$ cat config.mk
export PLATFORM = sky130hd
export DESIGN_NAME = fmc_initiator
export DESIGN_NICKNAME = d
export VERILOG_FILES = /design/src/rtl/fmc_initiator.sv
export SDC_FILE = /design/constraint.sdc
export NUM_CORES = 1
export LEC_CHECK = 0
export CORE_MARGIN = 5
export CORE_UTILIZATION = 40
export DETAILED_ROUTE_END_ITERATION = 7
export GPL_TIMING_DRIVEN = 0
export PLACE_DENSITY = 0.74
export SLEW_MARGIN = 10
export SYNTH_ARGS = -nofsm -noshare
export SYNTH_HDL_FRONTEND = slang
export SYNTH_SLANG_ARGS = --single-unit
$ cat constraint.sdc
create_clock -name clk -period 17.9 [get_ports clk]
set_input_delay 5.37 -clock clk [delete_from_list [all_inputs] [get_ports clk]]
set_output_delay 5.37 -clock clk [all_outputs]
set_load 0.02 [all_outputs]
$ cat src/rtl/fmc_initiator.sv
// ---------------------------------------------------------------------------
// fmc_initiator
//
// Single-beat FMC bus initiator. A host request arriving on a valid/ready
// handshake is turned into one FMC transaction:
//   ADDR -> LAT -> WAIT -> DATA -> END
// The data pins are driven and sampled through the D-port tri-state PHY.
// The bus clock fmc_clk runs at clk/2.
//   - Bus outputs change only on the clk edge that drives fmc_clk low
//     (fall phase).
//   - fmc_nwait and d_in are sampled only on the clk edge that drives
//     fmc_clk high (rise phase).
//
// Ports
//   clk, rst                  system clock, async active-high reset
//   req_valid/req_ready       host request handshake
//   req_write                 1 = write, 0 = read
//   req_addr, req_wdata       transaction address / write data
//   rsp_valid                 one-clk completion pulse
//   rsp_rdata                 last successful read data (held)
//   rsp_error                 NWAIT timeout, qualified by rsp_valid
//   fmc_clk, fmc_a            bus clock and address
//   fmc_ne, fmc_nl            chip enable / address valid (active low)
//   fmc_noe, fmc_nwe          output enable / write enable (active low)
//   fmc_nwait                 slave wait request (active low, pre-synchronised)
//   d_out, d_in, d_t          PHY buf_di / buf_ro / buf_t (d_t=1 -> tri-state)
// ---------------------------------------------------------------------------
module fmc_initiator #(
  parameter int ADDR_WIDTH   = 22,
  parameter int BUS_WIDTH    = 32,
  parameter int DATA_LATENCY = 2,
  parameter int WAIT_TIMEOUT = 255
) (
  input  logic                  clk,
  input  logic                  rst,
  input  logic                  req_valid,
  output logic                  req_ready,
  input  logic                  req_write,
  input  logic [ADDR_WIDTH-1:0] req_addr,
  input  logic [BUS_WIDTH-1:0]  req_wdata,
  output logic                  rsp_valid,
  output logic [BUS_WIDTH-1:0]  rsp_rdata,
  output logic                  rsp_error,
  output logic                  fmc_clk,
  output logic [ADDR_WIDTH-1:0] fmc_a,
  output logic                  fmc_ne,
  output logic                  fmc_nl,
  output logic                  fmc_noe,
  output logic                  fmc_nwe,
  input  logic                  fmc_nwait,
  output logic [BUS_WIDTH-1:0]  d_out,
  input  logic [BUS_WIDTH-1:0]  d_in,
  output logic                  d_t
);

  typedef enum logic [2:0] {
    S_IDLE,
    S_ADDR,
    S_LAT,
    S_WAIT,
    S_DATA,
    S_END
  } state_t;

  // LAT is entered with the counter preloaded to DATA_LATENCY-1 and left
  // when it reaches zero, so the state lasts exactly DATA_LATENCY bus clocks.
  localparam logic [3:0]  LAT_LOAD = (DATA_LATENCY > 0) ? 4'(DATA_LATENCY - 1) : 4'd0;
  localparam logic [15:0] TMO_VAL  = 16'(WAIT_TIMEOUT);

  state_t                  state_q;
  logic                    clk_q;
  logic                    pend_q;
  logic                    wr_q;
  logic [ADDR_WIDTH-1:0]   addr_q;
  logic [BUS_WIDTH-1:0]    wdata_q;
  logic [3:0]              lat_cnt_q;
  logic [15:0]             wait_cnt_q;
  logic                    go_data_q;
  logic                    timeout_q;
  logic                    ready_q;
  logic                    rsp_valid_q;
  logic                    rsp_error_q;
  logic [BUS_WIDTH-1:0]    rdata_q;
  logic [ADDR_WIDTH-1:0]   a_q;
  logic                    ne_q;
  logic                    nl_q;
  logic                    noe_q;
  logic                    nwe_q;
  logic [BUS_WIDTH-1:0]    dout_q;
  logic                    dt_q;

  logic rise;
  logic fall;
  logic accept;

  // clk_q is the current level of fmc_clk. The coming edge flips it, so a
  // low level means the next edge is a rise and a high level means a fall.
  assign rise   = ~clk_q;
  assign fall   = clk_q;
  assign accept = req_valid & ready_q;

  // Bus-clock generator, request capture and transaction sequencer. Every
  // bus-visible output is a register, so pins only move on clock edges.
  always_ff @(posedge clk or posedge rst) begin
    if (rst) begin
      state_q     <= S_IDLE;
      clk_q       <= 1'b0;
      pend_q      <= 1'b0;
      wr_q        <= 1'b0;
      addr_q      <= '0;
      wdata_q     <= '0;
      lat_cnt_q   <= 4'd0;
      wait_cnt_q  <= 16'd0;
      go_data_q   <= 1'b0;
      timeout_q   <= 1'b0;
      ready_q     <= 1'b0;
      rsp_valid_q <= 1'b0;
      rsp_error_q <= 1'b0;
      rdata_q     <= '0;
      a_q         <= '0;
      ne_q        <= 1'b1;
      nl_q        <= 1'b1;
      noe_q       <= 1'b1;
      nwe_q       <= 1'b1;
      dout_q      <= '0;
      dt_q        <= 1'b1;
    end else begin
      clk_q       <= ~clk_q;
      rsp_valid_q <= 1'b0;
      rsp_error_q <= 1'b0;

      if (accept) begin
        wr_q    <= req_write;
        addr_q  <= req_addr;
        wdata_q <= req_wdata;
        pend_q  <= 1'b1;
        ready_q <= 1'b0;
      end

      case (state_q)
        S_IDLE: begin
          // Covers the first cycle after reset; an accept in the same
          // cycle sees ready_q=1 and is not overridden here.
          if (!pend_q && !ready_q) begin
            ready_q <= 1'b1;
          end
          if (fall && pend_q) begin
            pend_q  <= 1'b0;
            state_q <= S_ADDR;
            ne_q    <= 1'b0;
            nl_q    <= 1'b0;
            a_q     <= addr_q;
            dt_q    <= ~wr_q;
            if (wr_q) begin
              dout_q <= wdata_q;
            end
          end
        end

        S_ADDR: begin
          if (fall) begin
            nl_q       <= 1'b1;
            noe_q      <= wr_q;
            nwe_q      <= ~wr_q;
            wait_cnt_q <= 16'd0;
            go_data_q  <= 1'b0;
            timeout_q  <= 1'b0;
            lat_cnt_q  <= LAT_LOAD;
            state_q    <= (DATA_LATENCY == 0) ? S_WAIT : S_LAT;
          end
        end

        S_LAT: begin
          if (fall) begin
            if (lat_cnt_q == 4'd0) begin
              state_q <= S_WAIT;
            end else begin
              lat_cnt_q <= lat_cnt_q - 4'd1;
            end
          end
        end

        S_WAIT: begin
          // NWAIT is judged at the rise; the resulting move happens on the
          // following fall so outputs stay aligned to falling bus edges.
          if (rise) begin
            if (fmc_nwait) begin
              go_data_q <= 1'b1;
            end else begin
              wait_cnt_q <= wait_cnt_q + 16'd1;
              if (wait_cnt_q + 16'd1 == TMO_VAL) begin
                timeout_q <= 1'b1;
              end
            end
          end
          if (fall) begin
            if (go_data_q || timeout_q) begin
              state_q     <= S_END;
              ne_q        <= 1'b1;
              noe_q       <= 1'b1;
              nwe_q       <= 1'b1;
              dt_q        <= 1'b1;
              rsp_valid_q <= 1'b1;
              rsp_error_q <= timeout_q;
              if (go_data_q) begin
                state_q     <= S_DATA;
                ne_q        <= 1'b0;
                noe_q       <= wr_q;
                nwe_q       <= ~wr_q;
                dt_q        <= ~wr_q;
                rsp_valid_q <= 1'b0;
                rsp_error_q <= 1'b0;
              end
            end
          end
        end

        S_DATA: begin
          if (rise && !wr_q) begin
            rdata_q <= d_in;
          end
          if (fall) begin
            state_q     <= S_END;
            ne_q        <= 1'b1;
            noe_q       <= 1'b1;
            nwe_q       <= 1'b1;
            dt_q        <= 1'b1;
            rsp_valid_q <= 1'b1;
            rsp_error_q <= 1'b0;
          end
        end

        S_END: begin
          // Turnaround bus clock with NE high guarantees separation from
          // the next transaction; fmc_a is intentionally left unchanged.
          if (fall) begin
            state_q <= S_IDLE;
            ready_q <= 1'b1;
          end
        end

        default: begin
          state_q <= S_IDLE;
        end
      endcase
    end
  end

  assign req_ready = ready_q;
  assign rsp_valid = rsp_valid_q;
  assign rsp_error = rsp_error_q;
  assign rsp_rdata = rdata_q;
  assign fmc_clk   = clk_q;
  assign fmc_a     = a_q;
  assign fmc_ne    = ne_q;
  assign fmc_nl    = nl_q;
  assign fmc_noe   = noe_q;
  assign fmc_nwe   = nwe_q;
  assign d_out     = dout_q;
  assign d_t       = dt_q;

endmodule
==> impl_results.rst, run 1 <==
.. list-table::
   :header-rows: 1

   * - Metric
     - Value
   * - Net count after synthesis
     - 680
   * - Clock-pin slew on the worst setup and hold paths
     - 70 ps
   * - Max VDD drop
     - 0.0979 mV
   * - Count of filler cells inserted in the layout
     - 1,511
   * - CTS H-tree lvls
     - 4
   * - Detailed placement HPWL
     - 11,800 µm
   * - Count of different cell masters after synthesis
     - 50
   * - Cells after Synth
     - 586
   * - Final Util
     - 56.1%
   * - # resized after CTS
     - 0
   * - Worst Setup Start Kind
     - input port
   * - CP Data Required Time
     - 18,240 ps
   * - Final routed wirelength across all metal layers
     - 16,400 µm
   * - Setup repair after global routing missed its margin
     - false
   * - Buf+Inv Stages, Crit Path
     - 2
   * - Hold Crit Class
     - reg -> reg
   * - Number of warning messages in the yosys log
     - 0
   * - Post-synthesis to final-layout area growth
     - 38.0%
   * - Vias in the first global route
     - 5,246
   * - Commonest register cell after synthesis
     - sky130_fd_sc_hd__dfrtp_1
   * - Antenna Cells
     - 0
   * - Share of Yosys cell area claimed by the top area cell type
     - 58.9%
   * - Buffers inserted during post-CTS setup optimization
     - 0
   * - Drc violations
     - 0
   * - Count of port buffers added during placement
     - 185
   * - Sequential element share of the synthesized area
     - 60.7%
   * - Cell at the root of the clock tree
     - sky130_fd_sc_hd__clkbuf_16
   * - Vias per cell
     - 4.91
   * - Post-cts hold buffer count
     - 0
   * - Setup-violating endpoint count in the final report
     - 0
   * - Critical setup path kind
     - in -> reg
   * - Avg WL per Cell
     - 15.9 µm
   * - Status
     - completed
   * - IO Pins
     - 186
   * - Detailed-route via count
     - 5,072
   * - Highest clock rate
     - 144 MHz
   * - Post-route setup TNS
     - 0 ps
   * - Crit-path max cell delay
     - 550 ps
   * - CTS Sinks
     - 176
   * - Highest-delay cell along the critical path
     - sky130_fd_sc_hd__or4_1
   * - Post-synthesis register bit count
     - 176
   * - Initial Util
     - 40.6%
   * - Post-synth EDFFs
     - 0
   * - Total routing resource utilization after global routing
     - 16.1%
   * - Number of core rows
     - 49
   * - Net count of the finished layout
     - 885
   * - Crit path capture type
     - flop
   * - Cell types occupying the most area after synthesis
     - sky130_fd_sc_hd__dfrtp_1 59%, sky130_fd_sc_hd__mux2_2 18%, sky130_fd_sc_hd__nand2_1 4.5%
   * - Worst clock skew
     - 10.0 ps
   * - Initial detailed-routing violation count
     - 213
   * - Arrival time of the worst setup path
     - 7300 ps
   * - Total of max-cap violations
     - 0
   * - Synth area leader
     - sky130_fd_sc_hd__dfrtp_1
   * - Worst Max-Slew Pin Slew
     - 1150 ps
   * - Ordered list of cells on the worst path
     - clkdlybuf4s50_1 -> nor2_1 -> mux2i_1 -> or2_2 -> clkbuf_2 -> or4_1 -> o31ai_2
   * - Share of flip-flops with an asynchronous set or reset after synthesis
     - 100%
   * - Time the final worst path needs with I/O delays and setup
     - 6960 ps
   * - Most frequent cells in the layout
     - 185 x sky130_fd_sc_hd__clkdlybuf4s50_1, 171 x sky130_fd_sc_hd__dfrtp_1, 119 x sky130_fd_sc_hd__mux2_2
   * - Leakage component of the power
     - 4.36 nW
   * - Floorplan die height
     - 145 µm
   * - Fraction of layout instances using a drive strength above 1
     - 22.0%
   * - Number of routed nets with antenna violations
     - 0
   * - Crit Path Max Fanout
     - 9
   * - Relative slew margins
     - 22.8%
   * - CTS tree
     - done
   * - Total power density per cell area
     - 174 mW/mm²
   * - Mean instance size in the synthesized netlist
     - 12.4 µm²
   * - First-pass GRT wire length
     - 26,500 µm
   * - Netlist area before placement
     - 0.00727 mm²
   * - Overall overflow remaining after global route
     - 0
   * - Initial antenna violation count
     - 0
   * - Final hold violation count
     - 0
   * - Number of buffers between clock root and the deepest sink
     - 2
   * - Total Die Area
     - 0.0210 mm²
   * - Largest net degree at the start of global routing
     - 103
   * - Core area
     - 0.0179 mm²
   * - Chip Width
     - 145 µm
   * - Max Slew Vio Count
     - 0
   * - Most common library cell in the layout ignoring fill and taps
     - sky130_fd_sc_hd__clkdlybuf4s50_1
   * - R2R setup slack
     - 15,530 ps
   * - Worst-skew pair later-pin latency
     - 420 ps
   * - Total CTS buffers
     - 17
   * - Cell family with the largest share of critical-path delay
     - simple AND/OR/NAND/NOR gates
   * - Number of iterations in the first detailed-routing pass
     - 5
   * - Final Cycle Share
     - 38.9%
   * - Placer's final routability congestion estimate
     - 0.850
[report_power, final]
group	leakage, nW	switching, W	internal [W]
registers	2.14	0.0000896	0.000580
logic	1.92	0.000342	0.000366
clock network	0.290	0.000172	0.000200
[path summary, 6_finish.rpt]
| check | start | end | cells past startpoint |
|---|---|---|---|
| max | fmc_nwait | timeout_q | 7 |
| max in group asynchronous | rst | wr_q | 3 |
| min in group asynchronous | rst | rsp_rdata[1] | 2 |
| min | addr_q[12] | fmc_a[12] | 2 |
| max reg2reg | wait_cnt_q[1] | timeout_q | 6 |
| min reg2reg | addr_q[12] | fmc_a[12] | 2 |
[cells in the mapped netlist, types with 3 or more instances]
cell type	instances
sky130_fd_sc_hd__dfrtp_1	171
sky130_fd_sc_hd__mux2_2	119
sky130_fd_sc_hd__nand2_1	88
sky130_fd_sc_hd__o21ai_0	31
sky130_fd_sc_hd__nor2_1	23
sky130_fd_sc_hd__clkbuf_1	18
sky130_fd_sc_hd__nand3_1	11
sky130_fd_sc_hd__a21oi_1	10
sky130_fd_sc_hd__inv_1	9
sky130_fd_sc_hd__buf_2	8
sky130_fd_sc_hd__nand4_1	8
sky130_fd_sc_hd__nor3_1	7
sky130_fd_sc_hd__o31ai_1	7
sky130_fd_sc_hd__dfstp_2	5
sky130_fd_sc_hd__a31oi_1	4
sky130_fd_sc_hd__nand2b_1	4
sky130_fd_sc_hd__xor2_1	4
sky130_fd_sc_hd__and2_1	3
sky130_fd_sc_hd__and3_1	3
sky130_fd_sc_hd__buf_1	3
sky130_fd_sc_hd__ha_1	3
sky130_fd_sc_hd__mux2_1	3
sky130_fd_sc_hd__mux2i_1	3
sky130_fd_sc_hd__nor3b_1	3
sky130_fd_sc_hd__xnor2_1	3
[layer usage]
layer,vias up,GRT usage (%),wire [µm]
met4,0,4.91,254
li1,2460,-,-
met2,137,24.9,7670
met3,20,8.38,1630
met5,-,0,0
met1,2455,19.6,6870
[flip-flops by register name (all words and copies together), names as in the netlist]
name        cells
d_out          32
rsp_rdata      32
wdata_q        32
addr_q         22
fmc_a          22
wait_cnt_q     16
lat_cnt_q       4
state_q         3
d_t             1
fmc_clk         1
fmc_ne          1
fmc_nl          1
fmc_noe         1
fmc_nwe         1
go_data_q       1
pend_q          1
req_ready       1
rsp_error       1
rsp_valid       1
timeout_q       1
wr_q            1
[layout make-up]
type	count	area (µm²)	area share (%)
flip-flops and latches	176	4410	44.0
multi-input cells	368	2680	26.7
repair buffers	186	1880	18.7
clock buffers	18	429	4.28
well taps	229	287	2.86
clock inverters	14	161	1.61
plain buffers	32	143	1.42
inverters	10	45.0	0.449
[per-stage QoR]
step / setup slack [ps] / power (W) / hold slack, ps / cells / instance area, µm²
after floorplan: 7760 / 0.00108 / 433 / 586 / 7270
after global placement: 5300 / 0.00138 / 443 / 1000 / 9410
after detailed placement: 10490 / 0.00139 / 449 / 1001 / 9440
after CTS: 10900 / 0.00178 / 467 / 1033 / 10000
after global routing: 10880 / 0.00187 / 490 / 1033 / 10000
final: 10940 / 0.00175 / 463 / 1033 / 10000
[worst min-delay path: stages, from the launching register on]
cell,delay (ps)
sky130_fd_sc_hd__dfrtp_1,340
sky130_fd_sc_hd__nand2_1,50
sky130_fd_sc_hd__nand2_1,50
[kinds of logic after synthesis]
kind of cell / after synthesis / share of synthesized area, %
mux: 125 / 19.3
compound gates: 64 / 5.23
fa+ha+maj: 3 / 0.516
flops: 176 / 60.7
xor+xnor: 7 / 0.843
simple gates: 169 / 11.0
buf+inv: 42 / 2.48
No activity file was read; power rests on OpenSTA's default activity.
==> run 2, diff against run 1 <==
PLACE_DENSITY = 0.77   (was 0.74)
clock period = 5.7 ns   (was 17.9 ns; I/O delays follow)
==> run 2 against run 1 <==
  * Cell area grew 1.1%
  * Global-route usage grew 0.56 points
  * Setup slack lost 8500 ps
  * Combinational power grew to 3.1 times the previous value
  * Clock skew grew 0.69 ps
  * Clock power grew to 3.3 times the previous value
  * Cell count grew 0.39%
  * Sequential share of layout area shrank 0.49 points
  * First-iteration DRC count shrank 26%
  * Critical endpoint is now wdata_q[30]
  * Highest routed layer is now met5
==> impl_results.rst, run 2 (same netlist as run 1, synthesis figures left out) <==
.. list-table::
   :header-rows: 1

   * - Metric
     - Value
   * - Status
     - completed
   * - Relative slew margins
     - 28.5%
   * - Worst Max-Slew Pin Slew
     - 1060 ps
   * - Placer's final routability congestion estimate
     - 0.814
   * - Final Cycle Share
     - 57.8%
   * - Count of port buffers added during placement
     - 185
   * - Crit path capture type
     - flop
   * - Number of buffers between clock root and the deepest sink
     - 2
   * - Initial antenna violation count
     - 1
   * - P_int
     - 0.00370 W
   * - Initial Util
     - 40.6%
   * - Final Util
     - 56.7%
   * - Most frequent cells in the layout
     - 185 x sky130_fd_sc_hd__clkdlybuf4s50_1, 171 x sky130_fd_sc_hd__dfrtp_1, 119 x sky130_fd_sc_hd__mux2_2
   * - Post-cts hold buffer count
     - 0
   * - First-pass GRT wire length
     - 27,400 µm
   * - Worst-skew pair later-pin latency
     - 420 ps
   * - Critical setup path kind
     - in -> reg
   * - Highest-delay cell along the critical path
     - sky130_fd_sc_hd__clkbuf_1
   * - CP Data Required Time
     - 6000 ps
   * - Vias per cell
     - 4.98
   * - IO Pins
     - 186
   * - Final hold violation count
     - 0
   * - Clock-pin slew on the worst setup and hold paths
     - 70 ps
   * - Total CTS buffers
     - 17
   * - Highest clock rate
     - 303 MHz
   * - Largest net degree at the start of global routing
     - 38
   * - Vias in the first global route
     - 5,370
   * - Switching Power
     - 0.00189 W
   * - Number of core rows
     - 49
   * - Portion of total power attributed to the clock network
     - 22.2%
   * - Setup repair after global routing missed its margin
     - false
   * - Net count of the finished layout
     - 889
   * - Chip Width
     - 145 µm
   * - Total Die Area
     - 0.0210 mm²
   * - Leakage component of the power
     - 4.40 nW
   * - Drc violations
     - 0
   * - Arrival time of the worst setup path
     - 3590 ps
   * - Cell at the root of the clock tree
     - sky130_fd_sc_hd__clkbuf_16
   * - Comb power frac
     - 39.9%
   * - Final routed wirelength across all metal layers
     - 16,900 µm
   * - Detailed placement HPWL
     - 12,400 µm
   * - Number of iterations in the first detailed-routing pass
     - 4
   * - Crit Path Max Fanout
     - 10
   * - Overall overflow remaining after global route
     - 0
   * - Number of routed nets with antenna violations
     - 0
   * - Detailed-route via count
     - 5,168
   * - # resized after CTS
     - 0
   * - Crit-path max cell delay
     - 540 ps
   * - CTS tree
     - done
   * - Switch share
     - 33.8%
   * - Ordered list of cells on the worst path
     - clkdlybuf4s50_1 -> nand2_1 -> clkbuf_1 -> mux2_2
   * - Setup-violating endpoint count in the final report
     - 0
   * - Buffers inserted during post-CTS setup optimization
     - 0
   * - Worst clock skew
     - 10.7 ps
   * - Hold Crit Class
     - reg -> reg
   * - CTS H-tree lvls
     - 4
   * - Total routing resource utilization after global routing
     - 16.6%
   * - Post-synthesis to final-layout area growth
     - 39.6%
   * - Avg WL per Cell
     - 16.3 µm
   * - Fraction of layout instances using a drive strength above 1
     - 22.4%
   * - Most common library cell in the layout ignoring fill and taps
     - sky130_fd_sc_hd__clkdlybuf4s50_1
   * - Post-route setup TNS
     - 0 ps
   * - Initial detailed-routing violation count
     - 158
   * - Max VDD drop
     - 0.335 mV
   * - Floorplan die height
     - 145 µm
   * - Relative contribution of sequential cells to total power
     - 37.9%
   * - Worst Setup Start Kind
     - input port
   * - Antenna Cells
     - 0
   * - CTS Sinks
     - 176
   * - Cell family with the largest share of critical-path delay
     - buffers and inverters
   * - Time the final worst path needs with I/O delays and setup
     - 3300 ps
   * - Max Slew Vio Count
     - 0
   * - Total power density per cell area
     - 550 mW/mm²
   * - Core area
     - 0.0179 mm²
   * - Buf+Inv Stages, Crit Path
     - 2
   * - Total of max-cap violations
     - 0
[run 2: path summary, 6_finish.rpt]
path                               start          end  slack, ps  depth (start not counted)
setup / recovery               req_valid  wdata_q[30]       2400                          4
hold / removal                 addr_q[0]     fmc_a[0]        460                          2
setup reg to reg           wait_cnt_q[0]    timeout_q       3310                          6
hold reg to reg                addr_q[0]     fmc_a[0]        460                          2
max in group asynchronous            rst      fmc_nwe       3070                          4
min in group asynchronous            rst     fmc_a[5]       1750                          2
[run 2: worst register-to-register path, delay by kind of cell (launching register included)]
| kind | cells | cell delay [ps] |
|---|---|---|
| AND/OR/NAND/NOR | 3 | 1190 |
| AO/OA/AOI/OAI | 1 | 180 |
| flip-flops | 1 | 460 |
| adder cells (fa/ha/maj) | 1 | 300 |
| XOR/XNOR | 1 | 150 |
[run 2: cell type report]
class / count / area, µm²
fill: 1527 / 7750
inverter: 10 / 41.3
multi-input combinational: 368 / 2680
sequential: 176 / 4410
clock inverter: 13 / 184
timing repair buffer: 190 / 1960
clock buffer: 19 / 443
tap: 229 / 287
buffer: 32 / 143
[run 2: routing by layer]
| metal | track usage (%) | vias to the layer above | wire length (µm) |
|---|---|---|---|
| li1 | - | 2456 | - |
| met5 | 0 | - | 20 |
| met2 | 27.3 | 170 | 8210 |
| met4 | 4.76 | 2 | 220 |
| met1 | 19.3 | 2518 | 6660 |
| met3 | 8.25 | 22 | 1820 |
[run 2: stage by stage]
step | std cells | cell area [µm²] | power [W] | hold slack [ps] | worst slack [ps]
after detailed placement | 1005 | 9520 | 0.00439 | 447 | 1960
final | 1037 | 10100 | 0.00558 | 459 | 2400
after floorplan | 586 | 7270 | 0.00339 | 433 | 1740
after global routing | 1037 | 10100 | 0.00595 | 496 | 2280
after global placement | 1000 | 9410 | 0.00431 | 439 | 273
after CTS | 1037 | 10100 | 0.00567 | 463 | 2400
[run 2: power by group through the flow]
stage / registers (W) / clock network [W] / logic (W)
CTS: 0.00212 / 0.00128 / 0.00227
global route: 0.00220 / 0.00133 / 0.00242
finish: 0.00212 / 0.00124 / 0.00223
floorplan: 0.00248 / 0 / 0.000907
global placement: 0.00211 / 0 / 0.00220
detailed placement: 0.00214 / 0 / 0.00225
